[src/rtl/clock_fb_pkg.sv]
// Shared types and sizing for the analog-clock framebuffer redraw path.
package clock_fb_pkg;

    localparam int unsigned ROWS      = 32;
    localparam int unsigned WIDTH     = 32;
    localparam int unsigned ROW_W     = $clog2(ROWS);
    localparam int unsigned MAX_STALL = 8;

    typedef enum logic [2:0] {
        IDLE,
        SNAP,
        REQ,
        WRITE,
        DONE
    } state_t;

    typedef struct packed {
        logic [3:0] hour;
        logic [5:0] minute;
        logic [5:0] second;
        logic [3:0] al_hour;
        logic [5:0] al_minute;
    } time_snapshot_t;

endpackage

[src/rtl/fb_port_arbiter.sv]
// Framebuffer port arbiter: scanout wins, but a pending write is guaranteed
// the port after MAX_STALL consecutive blocked cycles.
module fb_port_arbiter
    import clock_fb_pkg::*;
#(
    parameter int unsigned STALL_MAX = MAX_STALL
) (
    input  logic clk,
    input  logic reset,
    input  logic wr_pending,
    input  logic scan_req,
    output logic fb_we,
    output logic scan_gnt,
    output logic write_done
);

    localparam int unsigned STALL_W = $clog2(STALL_MAX + 1);

    logic [STALL_W-1:0] stall;

    assign fb_we      = wr_pending & (~scan_req | (stall == STALL_W'(STALL_MAX)));
    assign scan_gnt   = scan_req & ~fb_we;
    assign write_done = fb_we;

    // Counts only cycles where a write waits behind scanout.
    always_ff @(posedge clk) begin
        if (reset) begin
            stall <= '0;
        end else if (!wr_pending || fb_we) begin
            stall <= '0;
        end else begin
            stall <= stall + STALL_W'(1);
        end
    end

endmodule

[src/rtl/clock_redraw_ctrl.sv]
// Redraw sequencer: snapshots time/alarm on a tick or force, walks the row
// renderer and writes each row into the shared framebuffer port.
module clock_redraw_ctrl
    import clock_fb_pkg::*;
#(
    parameter int unsigned STALL_MAX = MAX_STALL
) (
    input  logic             clk,
    input  logic             reset,
    input  logic             slow_clk,
    input  logic             force_redraw,
    input  logic [3:0]       hour,
    input  logic [5:0]       minute,
    input  logic [5:0]       second,
    input  logic [3:0]       al_hour,
    input  logic [5:0]       al_minute,
    output logic [3:0]       snap_hour,
    output logic [5:0]       snap_minute,
    output logic [5:0]       snap_second,
    output logic [3:0]       snap_al_hour,
    output logic [5:0]       snap_al_minute,
    output logic             rend_req,
    output logic [ROW_W-1:0] rend_row,
    input  logic             rend_ack,
    input  logic [WIDTH-1:0] rend_data,
    output logic             fb_we,
    output logic [ROW_W-1:0] fb_waddr,
    output logic [WIDTH-1:0] fb_wdata,
    input  logic             scan_req,
    output logic             scan_gnt,
    output logic             busy,
    output logic             frame_done
);

    state_t             state, state_next;
    logic [ROW_W-1:0]   row, row_next;
    logic [WIDTH-1:0]   wbuf, wbuf_next;
    time_snapshot_t     snap, snap_next, last, last_next, live;
    logic               force_first, force_first_next;
    logic               pending, pending_next;
    logic               pend_force, pend_force_next;
    logic               snap_force, snap_force_next;
    logic [2:0]         slow_q;
    logic               trig;
    logic               wr_pending;
    logic               write_done;

    assign live = {hour, minute, second, al_hour, al_minute};
    assign trig = (slow_q[1] & ~slow_q[2]) | force_redraw;

    // Reset kills a write in flight so nothing lands after the abort.
    assign wr_pending = (state == WRITE) & ~reset;

    fb_port_arbiter #(.STALL_MAX(STALL_MAX)) u_arb (
        .clk        (clk),
        .reset      (reset),
        .wr_pending (wr_pending),
        .scan_req   (scan_req),
        .fb_we      (fb_we),
        .scan_gnt   (scan_gnt),
        .write_done (write_done)
    );

    assign snap_hour      = snap.hour;
    assign snap_minute    = snap.minute;
    assign snap_second    = snap.second;
    assign snap_al_hour   = snap.al_hour;
    assign snap_al_minute = snap.al_minute;
    assign rend_row       = row;
    assign fb_waddr       = row;
    assign fb_wdata       = wbuf;

    always_ff @(posedge clk) begin
        if (reset) begin
            state       <= IDLE;
            row         <= '0;
            wbuf        <= '0;
            snap        <= '0;
            last        <= '0;
            force_first <= 1'b1;
            pending     <= 1'b0;
            pend_force  <= 1'b0;
            snap_force  <= 1'b0;
            slow_q      <= '0;
            rend_req    <= 1'b0;
            busy        <= 1'b0;
            frame_done  <= 1'b0;
        end else begin
            state       <= state_next;
            row         <= row_next;
            wbuf        <= wbuf_next;
            snap        <= snap_next;
            last        <= last_next;
            force_first <= force_first_next;
            pending     <= pending_next;
            pend_force  <= pend_force_next;
            snap_force  <= snap_force_next;
            slow_q      <= {slow_q[1:0], slow_clk};
            rend_req    <= (state_next == REQ);
            busy        <= (state_next != IDLE);
            frame_done  <= (state_next == DONE);
        end
    end

    always_comb begin
        state_next       = state;
        row_next         = row;
        wbuf_next        = wbuf;
        snap_next        = snap;
        last_next        = last;
        force_first_next = force_first;
        pending_next     = pending;
        pend_force_next  = pend_force;
        snap_force_next  = snap_force;

        case (state)
            IDLE: begin
                if (trig || pending) begin
                    state_next      = SNAP;
                    pending_next    = 1'b0;
                    pend_force_next = 1'b0;
                    snap_force_next = force_redraw | pend_force;
                end
            end
            SNAP: begin
                snap_next = live;
                if (live == last && !force_first && !snap_force) begin
                    state_next = IDLE;
                end else begin
                    row_next   = '0;
                    state_next = REQ;
                end
            end
            REQ: begin
                if (rend_ack) begin
                    wbuf_next  = rend_data;
                    state_next = WRITE;
                end
            end
            WRITE: begin
                if (write_done) begin
                    if (row == ROW_W'(ROWS - 1)) begin
                        state_next = DONE;
                    end else begin
                        row_next   = row + ROW_W'(1);
                        state_next = REQ;
                    end
                end
            end
            DONE: begin
                last_next        = snap;
                force_first_next = 1'b0;
                state_next       = IDLE;
            end
            default: state_next = IDLE;
        endcase

        // Triggers arriving mid-redraw coalesce into a single follow-up.
        if (state != IDLE && trig) begin
            pending_next = 1'b1;
            if (force_redraw) begin
                pend_force_next = 1'b1;
            end
        end
    end

endmodule
[config.mk]
export PLATFORM = sky130hd
export DESIGN_NAME = clock_redraw_ctrl
export DESIGN_NICKNAME = d
export VERILOG_FILES = /design/src/rtl/clock_fb_pkg.sv /design/src/rtl/fb_port_arbiter.sv /design/src/rtl/clock_redraw_ctrl.sv
export SDC_FILE = /design/constraint.sdc
export NUM_CORES = 1
export LEC_CHECK = 0
export ABC_AREA = 1
export CORE_MARGIN = 2
export CORE_UTILIZATION = 42
export DETAILED_ROUTE_END_ITERATION = 16
export GPL_ROUTABILITY_DRIVEN = 0
export PLACE_DENSITY = 0.83
export SLEW_MARGIN = 25
export SYNTH_ARGS = -nofsm -noshare
export SYNTH_HDL_FRONTEND = slang
export SYNTH_SLANG_ARGS = --single-unit
[constraint.sdc]
create_clock -name clk -period 1.6 [get_ports clk]
set_input_delay 0.32 -clock clk [delete_from_list [all_inputs] [get_ports clk]]
set_output_delay 0.32 -clock clk [all_outputs]
set_load 0.005 [all_outputs]
# Word-level counts from Yosys, hierarchy flattened
# Cells that the tools add are included.
dict set report word_totals {
  regBits 106
  inputBits 64
  out_inout_bits 73
  elab_cells 83
}
dict set report op_classes {
  addsub 2
  n_eq_ne 12
  muxes 17
  bitwise_logic 11
  n_reduce_logical 19
}
# operator count
set op_table {}
lappend op_table {{$eq 26x26->1} 1}
lappend op_table {{$mux 5} 3}
lappend op_table {{$mux 3} 4}
lappend op_table {{$pmux 3 s4} 1}
lappend op_table {{$pmux 5 s2} 1}
lappend op_table {{$eq 3x2->1 const B} 3}
lappend op_table {{$mux 1} 7}
lappend op_table {{$eq 3x3->1 const B} 2}
lappend op_table {{$reduce_and 2->1} 3}
lappend op_table {{$reduce_bool 2->1} 3}
lappend op_table {{$reduce_bool 3->1} 2}
lappend op_table {{$add 5x1->5 const B} 1}
lappend op_table {{$eq 5x5->1 const B} 1}
lappend op_table {{$add 4x1->4 const B} 1}
lappend op_table {{$and 1x1->1} 4}
lappend op_table {{$eq 4x4->1 const B} 1}
lappend op_table {{$ne 2x2->1 const B} 2}
lappend op_table {{$not 1->1} 4}
lappend op_table {{$reduce_and 4->1} 1}
lappend op_table {{$eq 3x1->1 const B} 1}
lappend op_table {{$logic_and 1x1->1} 3}
lappend op_table {{$logic_not 1->1} 3}
lappend op_table {{$logic_not 3->1} 1}
lappend op_table {{$or 1x1->1} 3}
lappend op_table {{other kinds (4)} 5}

# Depth between registers and ports, before layout
dict set report logic_depth {
  depth_word 8
  mapped_depth 13
  mapped_depth_nobuf 13
}

# Modules after synthesis
# From an unflattened synthesis, not the netlist that was laid out.
dict set report unflattened {
  hier_cells 594
  hier_area_um2 4297.9
}
# module instances cells_each area_per_inst_um2 seq_area_each_um2
set by_module_without_submodules {}
lappend by_module_without_submodules {clock_redraw_ctrl 1 567 4081.4 2042.0}
lappend by_module_without_submodules {fb_port_arbiter 1 27 216.5 80.1}

# Worst setup path after synthesis
# OpenSTA, ideal clock, no wires.
dict set report synth_timing {
  kind {reg2reg}
  start {register row[0] (netlist: fb_waddr[0])}
  end {register row[2] (netlist: fb_waddr[2])}
  setup_ns 0.115
  t_arrival_ns 1.464
  required_ns 1.485
  slack_ns 0.021
  path_stages_with_launch 10
  path_buffers 0
  period_less_slack_ns 1.579
  cell_sequence {dfxtp_1 ha_1 nand2_1 nor2_1 ha_1 inv_1 o21ai_0 a21oi_4 a21oi_1 nor2_1}
}
dict set report synth_between {
  elab_chain_len 4
  elab_cells_between_ends 7
  cone_classes {add/sub: 1; eq/ne: 2; mux: 3; reduce/logical: 1}
}
# element line
set synth_rtl {}
lappend synth_rtl {{start: declaration} clock_redraw_ctrl.sv:36} ;# logic [ROW_W-1:0] row, row_next;
lappend synth_rtl {{start signal: assignment} clock_redraw_ctrl.sv:90} ;# row <= row_next;
lappend synth_rtl {{$add 5x1->5} clock_redraw_ctrl.sv:145} ;# row_next = row + ROW_W'(1);
lappend synth_rtl {{$mux 5} clock_redraw_ctrl.sv:142} ;# if (row == ROW_W'(ROWS - 1)) begin
lappend synth_rtl {{$mux 5} clock_redraw_ctrl.sv:141} ;# if (write_done) begin
lappend synth_rtl {{$pmux 5 s2} clock_redraw_ctrl.sv:116} ;# case (state)
# Several ways; a longest one is shown, not always the timed one. The select of a mux whose other input is x is not followed.
# A chain may end at the register's enable or synchronous reset.

# Final worst setup path
dict set report layout_timing {
  start {register u_arb.stall[1]}
  end {output port scan_gnt}
}
dict set report layout_between {
  elab_chain_len 5
}
# element line
set layout_rtl {}
lappend layout_rtl {{start: declaration} fb_port_arbiter.sv:19} ;# logic [STALL_W-1:0] stall;
lappend layout_rtl {{start signal: assignment} fb_port_arbiter.sv:32} ;# stall <= stall + STALL_W'(1);
lappend layout_rtl {{$eq 4x4->1} fb_port_arbiter.sv:21} ;# assign fb_we = wr_pending & (~scan_req | (stall == STALL_W'(STALL_MAX)));
lappend layout_rtl {{$or 1x1->1} fb_port_arbiter.sv:21}
lappend layout_rtl {{$and 1x1->1} fb_port_arbiter.sv:21}
lappend layout_rtl {{$not 1->1} fb_port_arbiter.sv:22} ;# assign scan_gnt = scan_req & ~fb_we;
lappend layout_rtl {{$and 1x1->1} fb_port_arbiter.sv:22}
lappend layout_rtl {{end: declaration} clock_redraw_ctrl.sv:30} ;# output logic scan_gnt,
# Every way passes these cells.

==> run_results.csv <==
group,metric,value,unit
status,status,"complete, but fails checks",
status,failed_checks,"setup timing",
placement,dp_cells,859,
floorplanning,dieWidth,105,µm
worst_setup_path,crit_type,"reg2out",
final_layout,multi_input_area,0.00188,mm²
routing,via_count,4290,
clock_network,cts_buffer_depth,2,
yosys,netlist_area,0.00431,mm²
yosys,yosysWarnings,0,
clock_network,numCtsBuffers,9,
worst_setup_path,cp-start-kind,"flip-flop",
floorplanning,ios,137,
yosys,yosys.area.top_type_share,49.2,%
timing,rsz0062_at_grt,"yes",
timing,setup_viol,2,
final_layout,finalCoreUtilization,64.9,%
global_routing,grt_usage,20.1,%
worst_setup_path,critPathCaptureType,"primary output",
worst_setup_path,slowest_stage,"dfxtp_2",
clock_network,cts.sinks,106,
worst_setup_path,crit_buf_inv,4,
timing,hold_viol,0,
routing,dr.pass1.iters,4,
routing,ant_nets,0,
global_routing,antenna_found_initial,0,
timing,finClkSkew,0.0152,ns
final_layout,areaGrowthSynthToFinish,48.5,%
worst_setup_path,crit_top_cell,"inv_2",
flow_run,drv_cap,0,
floorplanning,die_y,105,µm
routing,drt-initial-drc-count,174,
floorplanning,coreArea,0.00986,mm²
floorplanning,row_count,36,
clock_network,clock-root-buffer,"clkbuf_8",
placement,numPortBuffers,136,
placement,dpl.hpwl,8.17,mm
global_routing,grt_pass1_wl,18.4,mm
worst_setup_path,crit_chain,"inv_2, ha_4, inv_2, o31ai_4, nand2_4, inv_2, nor2_1, buf_2",
floorplanning,initial_core_util,43.7,%
global_routing,grt_max_degree,43,
routing,wire_per_inst,13.2,µm
worst_setup_path,cp_max_fo,2,
floorplanning,die_area,0.0111,mm²
routing,wirelength,11.6,mm
power,powerDensity,914,mW/mm²
yosys,synthTopCellsByArea,"dfxtp_1, nor2_1, o21ai_0",
final_layout,antennaDiodeCount,0,
final_layout,finalInstanceArea,0.00640,mm²
routing,vias_per_cell,4.89,
hold_path,hp-class,"in2reg",
timing,setup_ws,-0.147,ns
worst_setup_path,crit_family,"flip-flops",
yosys,synth_nets,652,
yosys,syn-mean-instance-area,7.38,µm²
worst_setup_path,max_stage_delay,0.34,ns
placement,place_area,0.00603,mm²
global_routing,grt_overflow,0,
worst_setup_path,cp.required,1.28,ns
yosys,synth_seq_cells,106,
power,peakVddDrop,0.454,mV
yosys,yosys.area.top_type,"dfxtp_1",
yosys,seq_area_frac_synth,49.2,%
yosys,synth_cell_types,28,
timing,timing.final.crit_share,109,%
worst_setup_path,worst-path-stages,8,
hold_path,whs_path_depth,3,
routing,drc,0,
clock_network,cts_hold_buf,0,
final_layout,seq_area,0.00216,mm²
final_layout,final_common_cell,"clkdlybuf4s50_1",
worst_setup_path,cp.arrival,1.43,ns
timing,slew_headroom,70.5,%
global_routing,grt_pass1_vias,4126,
worst_setup_path,r2r.worst_path.cells,10,
final_layout,final_cell_mix,"clkdlybuf4s50_1, nor2_1, nand2_1",
clock_network,cts_tree,"done",
final_layout,fin_cells,878,
final_layout,n_fill_cell,798,
clock_network,clk_pin_slew,0.11,ns
timing,setup_tns,-0.250,ns
final_layout,nets,808,
power,leakage,0.00280,µW
yosys,netlist_instances,584,
clock_network,clk_latency,0.37,ns
final_layout,drive_gt1_share,16.6,%
timing,worst_pin_slew,0.442,ns
clock_network,htree_levels,3,
timing,period_minus_slack,1.75,ns
timing,fmax,0.572,GHz
timing,drv_slew,0,
## flip-flops by register name (all words and copies together) (netlist names), 5 cells and up
signal and cells:
last 26, snap_al_minute 6, snap_minute 6, fb_wdata 32, fb_waddr 5, snap_second 6
## routing by layer
| layer | share of wire [%] | GRT usage [%] |
|---|---|---|
| met1 | 42 | 22.7 |
| met2 | 52 | 37.6 |
| met3 | 4.3 | 3.03 |
| met4 | 1.7 | 7.62 |
| met5 | 0 | 0 |
## tightest hold or removal path: stages
cell and delay (ns):
dlymetal6s2s_1 0.13, inv_1 0.07, a21oi_1 0.06
## power by group
part           internal, µW  switching [µW]  total (µW)
registers              2850             120        2970
logic                   718             584        1300
clock network           597             982        1580
## synth_stat cells
cell type / number
or2_2: 1
inv_1: 69
xnor2_1: 6
inv_2: 2
o22ai_1: 1
a21oi_1: 53
a31oi_1: 1
nor3_1: 4
ha_1: 4
nand4_1: 1
xor2_1: 3
a21oi_4: 1
nand3b_1: 1
buf_2: 7
nor2_4: 2
nand2_4: 2
nor2_1: 109
nand3_2: 2
o21ai_1: 6
nand3_1: 9
a21o_1: 1
clkbuf_1: 16
buf_4: 7
buf_1: 1
o21ai_0: 80
nand2_1: 88
o31ai_4: 1
dfxtp_1: 106
## final cells by class
| type | instances | area share [%] |
|---|---|---|
| sequential | 106 | 33.8 |
| clock buffer | 9 | 1.93 |
| multi-input combinational | 378 | 29.4 |
| tap | 133 | 2.60 |
| clock inverter | 7 | 0.996 |
| inverter | 71 | 4.22 |
| timing repair buffer | 174 | 27.0 |
## metrics by stage
stage          hold slack, ns  power, µW  setup slack, ns
2_1_floorplan           0.388       3520           0.0212
3_3_place_gp            0.395       4230           -0.336
5_1_grt                 0.229       6150           -0.223
6_report                0.235       5850           -0.147
4_1_cts                 0.409       5840           -0.206
3_5_place_dp            0.395       4280           -0.402
## path summary, 6_finish.rpt
kind             startpoint              end  slack (ns)
max          u_arb.stall[1]         scan_gnt       -0.15
min              al_hour[3]  snap_al_hour[3]        0.23
max reg2reg  u_arb.stall[1]      fb_waddr[0]        0.01
min reg2reg       slow_q[0]        slow_q[1]        0.41
## what timing repair did
item | in CTS | in global routing
setup endpoints to repair | 21 | 33
gates cloned | 2 | 0
pin swaps | 7 | 20
endpoints found under the hold margin | 0 | 0
resized for setup | 36 | 64
buffers inserted | 1 | 2
## cell families after synthesis
group | synth area share [%]
xor gates and xnor gates | 1.83
and+or+nand+nor | 20.6
buffers and inverters | 9.69
DFF | 49.2
adders and majority gates | 1.16
AOI/OAI and AO/OA | 17.5
Power figures use the tool's default switching activity.
